File: config.mk
export PLATFORM = sky130hd
export DESIGN_NAME = text_term_ctrl_flat
export DESIGN_NICKNAME = d
export VERILOG_FILES = /design/src/rtl/text_term_if.sv /design/src/rtl/text_term_ctrl.sv /design/src/flat_wrapper.sv
export SDC_FILE = /design/constraint.sdc
export NUM_CORES = 1
export LEC_CHECK = 0
export BUFFER_PORTS_ARGS = -buffer_cell sky130_fd_sc_hd__buf_2
export CAP_MARGIN = 30
export CORE_MARGIN = 5
export CORE_UTILIZATION = 45
export CTS_CLUSTER_DIAMETER = 150
export DETAILED_ROUTE_END_ITERATION = 6
export GPL_TIMING_DRIVEN = 0
export PLACE_DENSITY = 0.66
export SLEW_MARGIN = 20
export SYNTH_ARGS = -nofsm -noshare
export SYNTH_HDL_FRONTEND = slang
export SYNTH_SLANG_ARGS = --single-unit
File: constraint.sdc
create_clock -name clk -period 2.7 [get_ports clk]
set_input_delay 0.27 -clock clk [delete_from_list [all_inputs] [get_ports clk]]
set_output_delay 0.27 -clock clk [all_outputs]
set_load 0.005 [all_outputs]
File: src/rtl/text_term_if.sv
`default_nettype none
// ============================================================================
// Module   : text_term_if
// Purpose  : Character stream, clear request and vmem write bundle for the
//            text terminal write controller.
// Revision : 1.0
// ============================================================================
interface text_term_if #(
    parameter int COL_W = 7,
    parameter int ROW_W = 5
);
    logic                     in_valid;
    logic [7:0]               in_char;
    logic                     in_ready;
    logic                     clr_req;
    logic                     we;
    logic [COL_W+ROW_W-1:0]   waddr;
    logic [7:0]               wdata;
    logic [COL_W-1:0]         cur_col;
    logic [ROW_W-1:0]         cur_row;
    logic                     busy;

    modport master (
        output in_valid, in_char, clr_req,
        input  in_ready, we, waddr, wdata, cur_col, cur_row, busy
    );

    modport slave (
        input  in_valid, in_char, clr_req,
        output in_ready, we, waddr, wdata, cur_col, cur_row, busy
    );
endinterface
`default_nettype wire

File: src/rtl/text_term_ctrl.sv
`default_nettype none
// ============================================================================
// Module   : text_term_ctrl
// Purpose  : Terminal-style cursor and write sequencer for the 70x30
//            column-major text-mode character memory.
// Revision : 1.0
// ============================================================================
module text_term_ctrl #(
    parameter int         COLS  = 70,
    parameter int         ROWS  = 30,
    parameter int         COL_W = 7,
    parameter int         ROW_W = 5,
    parameter logic [7:0] BLANK = 8'h20
) (
    input  logic        clk,
    input  logic        rst,
    text_term_if.slave  term
);

    localparam logic [COL_W-1:0] c_LAST_COL = COL_W'(COLS - 1);
    localparam logic [ROW_W-1:0] c_LAST_ROW = ROW_W'(ROWS - 1);

    typedef enum logic [1:0] {
        S_IDLE    = 2'd0,
        S_CLR_ROW = 2'd1,
        S_CLR_ALL = 2'd2
    } state_t;

    state_t                   r_state, w_state_nxt;
    logic                     r_we, w_we_nxt;
    logic [COL_W+ROW_W-1:0]   r_waddr, w_waddr_nxt;
    logic [7:0]               r_wdata, w_wdata_nxt;
    logic [COL_W-1:0]         r_col, w_col_nxt;
    logic [ROW_W-1:0]         r_row, w_row_nxt;
    logic [COL_W-1:0]         r_clr_col, w_clr_col_nxt;
    logic [ROW_W-1:0]         r_clr_row, w_clr_row_nxt;

    logic                     w_in_ready;
    logic                     w_accept;
    logic                     w_printable;
    logic [ROW_W-1:0]         w_row_inc;

    assign w_in_ready  = (r_state == S_IDLE) & ~term.clr_req & ~rst;
    assign w_accept    = term.in_valid & w_in_ready;
    assign w_printable = (term.in_char >= 8'h20) && (term.in_char <= 8'h7E);
    assign w_row_inc   = (r_row == c_LAST_ROW) ? '0 : r_row + ROW_W'(1);

    always_ff @(posedge clk) begin
        if (rst) begin
            r_state   <= S_IDLE;
            r_we      <= 1'b0;
            r_waddr   <= '0;
            r_wdata   <= '0;
            r_col     <= '0;
            r_row     <= '0;
            r_clr_col <= '0;
            r_clr_row <= '0;
        end else begin
            r_state   <= w_state_nxt;
            r_we      <= w_we_nxt;
            r_waddr   <= w_waddr_nxt;
            r_wdata   <= w_wdata_nxt;
            r_col     <= w_col_nxt;
            r_row     <= w_row_nxt;
            r_clr_col <= w_clr_col_nxt;
            r_clr_row <= w_clr_row_nxt;
        end
    end

    always_comb begin
        w_state_nxt   = r_state;
        w_we_nxt      = 1'b0;
        w_waddr_nxt   = r_waddr;
        w_wdata_nxt   = r_wdata;
        w_col_nxt     = r_col;
        w_row_nxt     = r_row;
        w_clr_col_nxt = r_clr_col;
        w_clr_row_nxt = r_clr_row;

        case (r_state)
            S_IDLE: begin
                // A clear request wins over a character presented in the same cycle.
                if (term.clr_req) begin
                    w_state_nxt   = S_CLR_ALL;
                    w_col_nxt     = '0;
                    w_row_nxt     = '0;
                    w_clr_col_nxt = '0;
                    w_clr_row_nxt = '0;
                end else if (w_accept) begin
                    if (w_printable) begin
                        w_we_nxt    = 1'b1;
                        w_waddr_nxt = {r_col, r_row};
                        w_wdata_nxt = term.in_char;
                        if (r_col == c_LAST_COL) begin
                            w_col_nxt     = '0;
                            w_row_nxt     = w_row_inc;
                            w_clr_col_nxt = '0;
                            w_state_nxt   = S_CLR_ROW;
                        end else begin
                            w_col_nxt = r_col + COL_W'(1);
                        end
                    end else if (term.in_char == 8'h0A || term.in_char == 8'h0D) begin
                        w_col_nxt     = '0;
                        w_row_nxt     = w_row_inc;
                        w_clr_col_nxt = '0;
                        w_state_nxt   = S_CLR_ROW;
                    end else if (term.in_char == 8'h08) begin
                        if (r_col != '0) begin
                            w_col_nxt   = r_col - COL_W'(1);
                            w_we_nxt    = 1'b1;
                            w_waddr_nxt = {w_col_nxt, r_row};
                            w_wdata_nxt = BLANK;
                        end else if (r_row != '0) begin
                            w_col_nxt   = c_LAST_COL;
                            w_row_nxt   = r_row - ROW_W'(1);
                            w_we_nxt    = 1'b1;
                            w_waddr_nxt = {c_LAST_COL, w_row_nxt};
                            w_wdata_nxt = BLANK;
                        end
                    end
                end
            end

            S_CLR_ROW: begin
                w_we_nxt    = 1'b1;
                w_waddr_nxt = {r_clr_col, r_row};
                w_wdata_nxt = BLANK;
                if (r_clr_col == c_LAST_COL) begin
                    w_clr_col_nxt = '0;
                    w_state_nxt   = S_IDLE;
                end else begin
                    w_clr_col_nxt = r_clr_col + COL_W'(1);
                end
            end

            S_CLR_ALL: begin
                // Row-major sweep; rows past ROWS-1 are never visited.
                w_we_nxt    = 1'b1;
                w_waddr_nxt = {r_clr_col, r_clr_row};
                w_wdata_nxt = BLANK;
                if (r_clr_col == c_LAST_COL) begin
                    w_clr_col_nxt = '0;
                    if (r_clr_row == c_LAST_ROW) begin
                        w_clr_row_nxt = '0;
                        w_state_nxt   = S_IDLE;
                    end else begin
                        w_clr_row_nxt = r_clr_row + ROW_W'(1);
                    end
                end else begin
                    w_clr_col_nxt = r_clr_col + COL_W'(1);
                end
            end

            default: begin
                w_state_nxt = S_IDLE;
            end
        endcase
    end

    assign term.in_ready = w_in_ready;
    assign term.we       = r_we;
    assign term.waddr    = r_waddr;
    assign term.wdata    = r_wdata;
    assign term.cur_col  = r_col;
    assign term.cur_row  = r_row;
    assign term.busy     = (r_state == S_CLR_ROW) || (r_state == S_CLR_ALL);

endmodule
`default_nettype wire

File: src/flat_wrapper.sv
// flat-port wrapper written by rule: the top's interface ports become plain ports
module text_term_ctrl_flat 
#(
    parameter int         COLS  = 70,
    parameter int         ROWS  = 30,
    parameter int         COL_W = 7,
    parameter int         ROW_W = 5,
    parameter logic [7:0] BLANK = 8'h20
)
  (clk, rst, term_in_valid, term_in_char, term_clr_req, term_in_ready, term_we, term_waddr, term_wdata, term_cur_col, term_cur_row, term_busy);
  text_term_if #(.COL_W(COL_W), .ROW_W(ROW_W)) term_i ();
  input  logic clk;
  input  logic rst;
  input wire logic [$bits(term_i.in_valid)-1:0] term_in_valid;
  input wire logic [$bits(term_i.in_char)-1:0] term_in_char;
  input wire logic [$bits(term_i.clr_req)-1:0] term_clr_req;
  output wire logic [$bits(term_i.in_ready)-1:0] term_in_ready;
  output wire logic [$bits(term_i.we)-1:0] term_we;
  output wire logic [$bits(term_i.waddr)-1:0] term_waddr;
  output wire logic [$bits(term_i.wdata)-1:0] term_wdata;
  output wire logic [$bits(term_i.cur_col)-1:0] term_cur_col;
  output wire logic [$bits(term_i.cur_row)-1:0] term_cur_row;
  output wire logic [$bits(term_i.busy)-1:0] term_busy;
  assign term_i.in_valid = term_in_valid;
  assign term_i.in_char = term_in_char;
  assign term_i.clr_req = term_clr_req;
  assign term_in_ready = term_i.in_ready;
  assign term_we = term_i.we;
  assign term_waddr = term_i.waddr;
  assign term_wdata = term_i.wdata;
  assign term_cur_col = term_i.cur_col;
  assign term_cur_row = term_i.cur_row;
  assign term_busy = term_i.busy;
  text_term_ctrl #(.COLS(COLS), .ROWS(ROWS), .COL_W(COL_W), .ROW_W(ROW_W), .BLANK(BLANK)) u_core (.clk(clk), .rst(rst), .term(term_i));
endmodule
# Word level (Yosys, flattened, before mapping)

Cells that the tools add are included.

Logic and storage cells: 126
Output and inout port bits: 35
Input port bits: 12
Flip-flop bits (word level): 47

Reduce and logical (&&, ||, !) cells: 21
Add/sub/neg operators: 6
Bitwise logic cells: 5
Multiplexer cells: 61
Equality and inequality tests: 23
Magnitude comparators: 2

Operators with widths:

| cell                  | number |
|---|---|
| $mux W7               | 14 |
| $mux W12              | 7 |
| $mux W5               | 12 |
| $mux W8               | 7 |
| $pmux W12 S3          | 1 |
| $eq A8 B4 Y1 const B  | 3 |
| $reduce_and A6 Y1     | 4 |
| $mux W2               | 8 |
| $pmux W8 S2           | 1 |
| $add A7 B1 Y7 const B | 2 |
| $eq A7 B7 Y1 const B  | 2 |
| $pmux W7 S2           | 1 |
| $add A5 B1 Y5 const B | 2 |
| $eq A5 B5 Y1 const B  | 2 |
| $pmux W5 S2           | 1 |
| $reduce_bool A5 Y1    | 2 |
| $ne A3 B2 Y1 const B  | 3 |
| $ge A8 B6 Y1 const B  | 1 |
| $le A8 B7 Y1 const B  | 1 |
| $ne A2 B1 Y1 const B  | 4 |
| $ne A4 B3 Y1 const B  | 2 |
| $reduce_and A4 Y1     | 2 |
| $reduce_bool A4 Y1    | 2 |
| $mux W1               | 7 |
| other kinds (20)      | 27 |

# Longest topological paths before layout

Depth in word-level cells: 9
Depth in mapped cells: 10
Gate-level depth less buffers: 8

# Worst setup path after synthesis

Ideal clock, no wire load.

Path type: reg-to-reg
Start: register u_core.r_row[0], in the netlist u_core.term.cur_row[0]
End: register u_core.r_wdata[2], in the netlist u_core.term.wdata[2]
Clock period less this slack: 2.247 ns
Path buffers: 2
Setup slack: 0.453 ns
Stages on the path, launching flop included: 11
Required time: 2.630 ns
Library setup time: 0.070 ns
Data arrival time: 2.176 ns
Path through: dfxtp_1 clkbuf_1 inv_1 ha_1 nor4b_1 and3_1 o21ai_2 a21boi_1 buf_2 or3_1 a21oi_1

Word-level cells in the longest chain between the ends: 3

Ends and longest elaborated chain:

| what                               | line                  | text |
|---|---|---|
| from (decl)                        | text_term_ctrl.sv:34  | `logic [ROW_W-1:0] r_row, w_row_nxt;` |
| from (signal assigned)             | text_term_ctrl.sv:64  | `r_row <= w_row_nxt;` |
| $reduce_bool A5 Y1                 | text_term_ctrl.sv:113 | `end else if (r_row != '0) begin` |
| $ne A4 B3 Y1 (no source line)      | n/a                   |  |
| $reduce_and A6 Y1 (no source line) | n/a                   |  |
| to (signal assigned)               | text_term_ctrl.sv:62  | `r_wdata <= w_wdata_nxt;` |
| to (decl)                          | text_term_ctrl.sv:32  | `logic [7:0] r_wdata, w_wdata_nxt;` |

Every way passes these cells.
A chain may end at the register's enable or synchronous reset.

# Worst setup path in the final report

Start: register u_core.r_col[0], in the netlist u_core.term.cur_col[0]
End: register u_core.r_waddr[9], in the netlist u_core.term.waddr[9]

Word-level cells in the longest chain between the ends: 8
Elaborated cells between the ends (all ways): 11
Those cells by class: 1 x add/sub; 1 x eq/ne; 7 x mux; 2 x reduce/logical

Ends and longest elaborated chain:

| what                                                       | line                                         | text |
|---|---|---|
| from (decl)                                                | text_term_ctrl.sv:33                         | `logic [COL_W-1:0] r_col, w_col_nxt;` |
| from (signal assigned)                                     | text_term_ctrl.sv:63                         | `r_col <= w_col_nxt;` |
| $sub A7 B1 Y7 / $reduce_bool A7 Y1 (equally long branches) | text_term_ctrl.sv:109, text_term_ctrl.sv:108 |  |
| $mux W12                                                   | text_term_ctrl.sv:108                        | `if (r_col != '0) begin` |
| $mux W12                                                   | text_term_ctrl.sv:107                        | `end else if (term.in_char == 8'h08) begin` |
| $mux W12                                                   | text_term_ctrl.sv:102                        | `end else if (term.in_char == 8'h0A \|\| term.in_char == 8'h0D) begin` |
| $mux W12                                                   | text_term_ctrl.sv:90                         | `if (w_printable) begin` |
| $mux W12                                                   | text_term_ctrl.sv:89                         | `end else if (w_accept) begin` |
| $mux W12                                                   | text_term_ctrl.sv:83                         | `if (term.clr_req) begin` |
| $pmux W12 S3                                               | text_term_ctrl.sv:80                         | `case (r_state)` |
| to (signal assigned)                                       | text_term_ctrl.sv:61                         | `r_waddr <= w_waddr_nxt;` |
| to (decl)                                                  | text_term_ctrl.sv:31                         | `logic [COL_W+ROW_W-1:0] r_waddr, w_waddr_nxt;` |

Several ways; a longest one is shown, not always the timed one. The select of a mux whose other input is x is not followed.

==> flow_results.xml <==
<?xml version="1.0" encoding="UTF-8"?>
<metrics>
  <group name="status">
    <metric name="result_of_the_run" unit="">complete, no violations</metric>
  </group>
  <group name="finish">
    <metric name="num-nets-final" unit="">473</metric>
    <metric name="syn_to_final_growth" unit="%">14.3</metric>
    <metric name="layout-drive-gt1-share" unit="">0.164</metric>
    <metric name="post_layout_cell_count" unit="">525</metric>
    <metric name="num_antenna_cells" unit="">0</metric>
    <metric name="finished_core_util" unit="">0.526</metric>
    <metric name="final_cell_area" unit="sq um">3530</metric>
  </group>
  <group name="timing">
    <metric name="achievable-frequency" unit="GHz">0.391</metric>
    <metric name="hold_violations" unit="">0</metric>
    <metric name="max_slew_margin" unit="">0.555</metric>
    <metric name="fin_crit" unit="ns">2.55</metric>
    <metric name="final_period_util" unit="">0.946</metric>
    <metric name="worst_clock_skew" unit="ns">0.00489</metric>
    <metric name="timing.final.max_slew_violations" unit="">0</metric>
    <metric name="fin_tns_setup" unit="ns">0</metric>
    <metric name="tightestPinTransition" unit="ns">0.662</metric>
    <metric name="setup_ws" unit="ns">0.146</metric>
    <metric name="holdWs" unit="ns">0.314</metric>
    <metric name="setup-violations-final" unit="">0</metric>
  </group>
  <group name="routing">
    <metric name="first_pass_iters" unit="">5</metric>
    <metric name="drt-wirelength-per-cell" unit="microns">17.1</metric>
    <metric name="drtAntennaViolNets" unit="">0</metric>
    <metric name="post-route-drc-count" unit="">0</metric>
    <metric name="detailed_route_iter0_violations" unit="">248</metric>
    <metric name="post_drt_via_cell_ratio" unit="">6.17</metric>
    <metric name="routed_wirelength" unit="mm">8.97</metric>
    <metric name="via_count" unit="">3237</metric>
  </group>
  <group name="placement">
    <metric name="dp_cells" unit="">519</metric>
    <metric name="place_ws" unit="ns">-0.183</metric>
    <metric name="half_perimeter_wire_length_after_detailed_placement" unit="mm">6.57</metric>
    <metric name="gp_congestion" unit="">0.895</metric>
    <metric name="dpl_cell_area" unit="sq um">3410</metric>
    <metric name="portBuffers" unit="">44</metric>
  </group>
  <group name="floorplan">
    <metric name="io-pin-count" unit="">47</metric>
    <metric name="die_width" unit="microns">92.9</metric>
    <metric name="starting_density" unit="">0.460</metric>
    <metric name="die_height" unit="microns">92.9</metric>
    <metric name="core-area" unit="sq um">6720</metric>
    <metric name="floorplan.rows" unit="">30</metric>
    <metric name="die_area" unit="sq um">8620</metric>
  </group>
  <group name="worst_setup_path">
    <metric name="critical_path.cell_chain" unit="">inv_1 -&gt; ha_1 -&gt; nor3b_1 -&gt; and2_1 -&gt; clkbuf_1 -&gt; or4_1 -&gt; a21oi_1 -&gt; a211oi_1 -&gt; a211oi_1</metric>
    <metric name="worst_ep_arrival_time" unit="ns">2.78</metric>
    <metric name="worst_path_max_delay_cell" unit="">sky130_fd_sc_hd__dfxtp_1</metric>
    <metric name="crit_path_max_incr_delay" unit="ns">0.56</metric>
    <metric name="cpMostUsedCell" unit="">sky130_fd_sc_hd__a211oi_1</metric>
    <metric name="cpLargestDelayFamily" unit="">simple AND/OR/NAND/NOR gates</metric>
    <metric name="cp_max_fo" unit="">10</metric>
    <metric name="critical_path_class" unit="">flip-flop to flip-flop</metric>
    <metric name="setup.worst_path.end_class" unit="">flip-flop</metric>
    <metric name="cp_num_buf_inv" unit="">2</metric>
    <metric name="cp.required" unit="ns">2.92</metric>
    <metric name="setup.worst_path.start_class" unit="">flip-flop</metric>
  </group>
  <group name="yosys">
    <metric name="synthesis.yosys.warnings" unit="">0</metric>
    <metric name="synthesis.area" unit="sq um">3090</metric>
    <metric name="avgSynthCellArea" unit="sq um">7.82</metric>
    <metric name="syn-num-nets" unit="">423</metric>
    <metric name="synthDistinctLibCells" unit="">60</metric>
    <metric name="number_of_synthesized_flops_with_an_enable_pin" unit="">0</metric>
    <metric name="netlist_instances" unit="">395</metric>
    <metric name="synthFlopType" unit="">sky130_fd_sc_hd__dfxtp_1</metric>
    <metric name="yosys_register_bits" unit="">47</metric>
    <metric name="synth-seq-area-share" unit="">0.305</metric>
    <metric name="synthArstFlopShare" unit="">0</metric>
  </group>
  <group name="pwr">
    <metric name="power_per_cell_area" unit="nW/um^2">683</metric>
    <metric name="finalPower" unit="mW">2.41</metric>
    <metric name="p_leak" unit="nW">1.37</metric>
    <metric name="irDropWorstVdd" unit="uV">312</metric>
  </group>
  <group name="min_path">
    <metric name="worstHoldPathType" unit="">input pin to flip-flop</metric>
  </group>
  <group name="clock_tree">
    <metric name="cts.sinks" unit="">47</metric>
    <metric name="cts_made_buffers" unit="">5</metric>
    <metric name="cts-root-buf" unit="">sky130_fd_sc_hd__clkbuf_8</metric>
    <metric name="clock_pin_slew_on_the_worst_setup_and_hold_paths" unit="ns">0.09</metric>
    <metric name="post-cts-setup-buffer-count" unit="">0</metric>
    <metric name="max-clock-path-buffers" unit="">2</metric>
    <metric name="tritoncts" unit="">yes</metric>
    <metric name="clock_latency" unit="ns">0.31</metric>
    <metric name="cts-htree-levels" unit="">2</metric>
    <metric name="post_cts_hold_buffers" unit="">0</metric>
  </group>
  <group name="global_routing">
    <metric name="initial_antenna_violation_count" unit="">0</metric>
    <metric name="first_global_vias" unit="">2979</metric>
    <metric name="grt_util_all_layers" unit="">0.208</metric>
    <metric name="grt_remaining_overflow" unit="">0</metric>
    <metric name="grt_max_degree" unit="">14</metric>
    <metric name="grt_first_pass_wirelength" unit="mm">14.6</metric>
  </group>
  <group name="job">
    <metric name="number_of_max_cap_violations" unit="">0</metric>
  </group>
</metrics>
worst reg2reg max path, delay by kind of cell, from the launching register on:
family | cells | cell delay [ns]
AOI/OAI and AO/OA | 3 | 0.46
DFF | 1 | 0.56
buffers and inverters | 2 | 0.38
adders and majority gates | 1 | 0.21
and+or+nand+nor | 3 | 0.86
synthesized netlist by cell type, types with 3 or more instances:
| cell type | number | share of area |
|---|---|---|
| sky130_fd_sc_hd__a31oi_1 | 8 | 0.016 |
| sky130_fd_sc_hd__nand3_1 | 17 | 0.028 |
| sky130_fd_sc_hd__o21ai_2 | 4 | 0.011 |
| sky130_fd_sc_hd__ha_1 | 16 | 0.065 |
| sky130_fd_sc_hd__a221oi_1 | 8 | 0.023 |
| sky130_fd_sc_hd__or4_1 | 7 | 0.017 |
| sky130_fd_sc_hd__nand4_1 | 5 | 0.010 |
| sky130_fd_sc_hd__nor2b_1 | 3 | 0.0061 |
| sky130_fd_sc_hd__dfxtp_1 | 47 | 0.30 |
| sky130_fd_sc_hd__o21ai_1 | 12 | 0.019 |
| sky130_fd_sc_hd__and3_1 | 5 | 0.010 |
| sky130_fd_sc_hd__a311oi_1 | 3 | 0.0085 |
| sky130_fd_sc_hd__o21bai_1 | 3 | 0.0073 |
| sky130_fd_sc_hd__xnor2_1 | 3 | 0.0085 |
| sky130_fd_sc_hd__nor4_1 | 3 | 0.0061 |
| sky130_fd_sc_hd__inv_1 | 22 | 0.027 |
| sky130_fd_sc_hd__or3_1 | 13 | 0.026 |
| sky130_fd_sc_hd__o21ai_0 | 10 | 0.016 |
| sky130_fd_sc_hd__nor3b_1 | 4 | 0.0097 |
| sky130_fd_sc_hd__o21a_1 | 4 | 0.0097 |
| sky130_fd_sc_hd__nand2b_1 | 5 | 0.010 |
| sky130_fd_sc_hd__clkbuf_1 | 21 | 0.026 |
| sky130_fd_sc_hd__a211oi_1 | 11 | 0.027 |
| sky130_fd_sc_hd__xor2_1 | 3 | 0.0085 |
| sky130_fd_sc_hd__a21oi_1 | 37 | 0.060 |
| sky130_fd_sc_hd__nor2_1 | 25 | 0.030 |
| sky130_fd_sc_hd__o211ai_1 | 5 | 0.012 |
| sky130_fd_sc_hd__nor3_1 | 19 | 0.031 |
| sky130_fd_sc_hd__nand2_1 | 29 | 0.035 |
| sky130_fd_sc_hd__mux2i_1 | 3 | 0.0097 |
layout by cell type (no fill, tap or decap), drive strengths merged, types with 6 or more instances in the layout:
cell type and count:
clkbuf 27, nor3 21, nand2 29, o21ai 27, a31oi 8, or4 7
inv 22, nand3 17, ha 16, nor2 25, o211ai 6, dfxtp 47
a211oi 11, or3 14, buf 47, a21oi 37, a221oi 8
sequential cells by signal (all words and copies together) (netlist names):
register             cells
u_core.term.we           1
u_core.r_clr_row         5
u_core.term.wdata        8
u_core.r_state           2
u_core.term.cur_col      7
u_core.term.waddr       12
u_core.r_clr_col         7
u_core.term.cur_row      5
repair_timing:
action                                  in CTS  in global routing
endpoints found under the setup margin      18                 19
pin swaps                                    0                  0
resized for setup                            1                  9
endpoints found under the hold margin        0                  0
final cells by class:
class	count	area, sq um
Fill cell	672	3190
Multi-Input combinational cell	301	1990
Sequential cell	47	941
Timing Repair Buffer	44	220
Buffer	24	113
Tap cell	80	100
Clock buffer	6	82.6
Inverter	22	82.6
Clock inverter	1	5.00
logic make-up (layout without fill, tap and decap cells):
group | count (synthesis) | after routing | synth area share
buffers and inverters | 47 | 97 | 0.0628
DFF | 47 | 47 | 0.305
adders and majority gates | 16 | 16 | 0.0648
muxes | 5 | 5 | 0.0170
xor gates and xnor gates | 6 | 6 | 0.0170
and+or+nand+nor | 147 | 147 | 0.256
AOI/OAI and AO/OA | 127 | 127 | 0.277
report_power, final:
group          switching, mW  internal [mW]  leakage, nW
combinational          0.682          0.417        0.943
sequential            0.0776          0.783        0.382
clock                  0.250          0.202       0.0470
layer usage:
metal | vias up | share of wire | routed length, microns | GRT usage
met2 | 130 | 0.47 | 4230 | 0.333
met1 | 1531 | 0.45 | 4000 | 0.277
met3 | 16 | 0.068 | 606 | 0.0390
li1 | 1560 | - | - | -
met5 | - | 0 | 0 | 0
met4 | 0 | 0.016 | 144 | 0.0757
worst paths after layout:
| kind | startpoint | endpoint | slack [ns] | cells past startpoint |
|---|---|---|---|---|
| max | u_core.term.cur_col[0] | u_core.term.waddr[9] | 0.15 | 9 |
| min | term_in_char[4] | u_core.term.wdata[4] | 0.31 | 4 |
| max reg2reg | u_core.term.cur_col[0] | u_core.term.waddr[9] | 0.15 | 9 |
| min reg2reg | u_core.term.waddr[9] | u_core.term.waddr[9] | 0.46 | 2 |
Power figures use the tool's default switching activity.
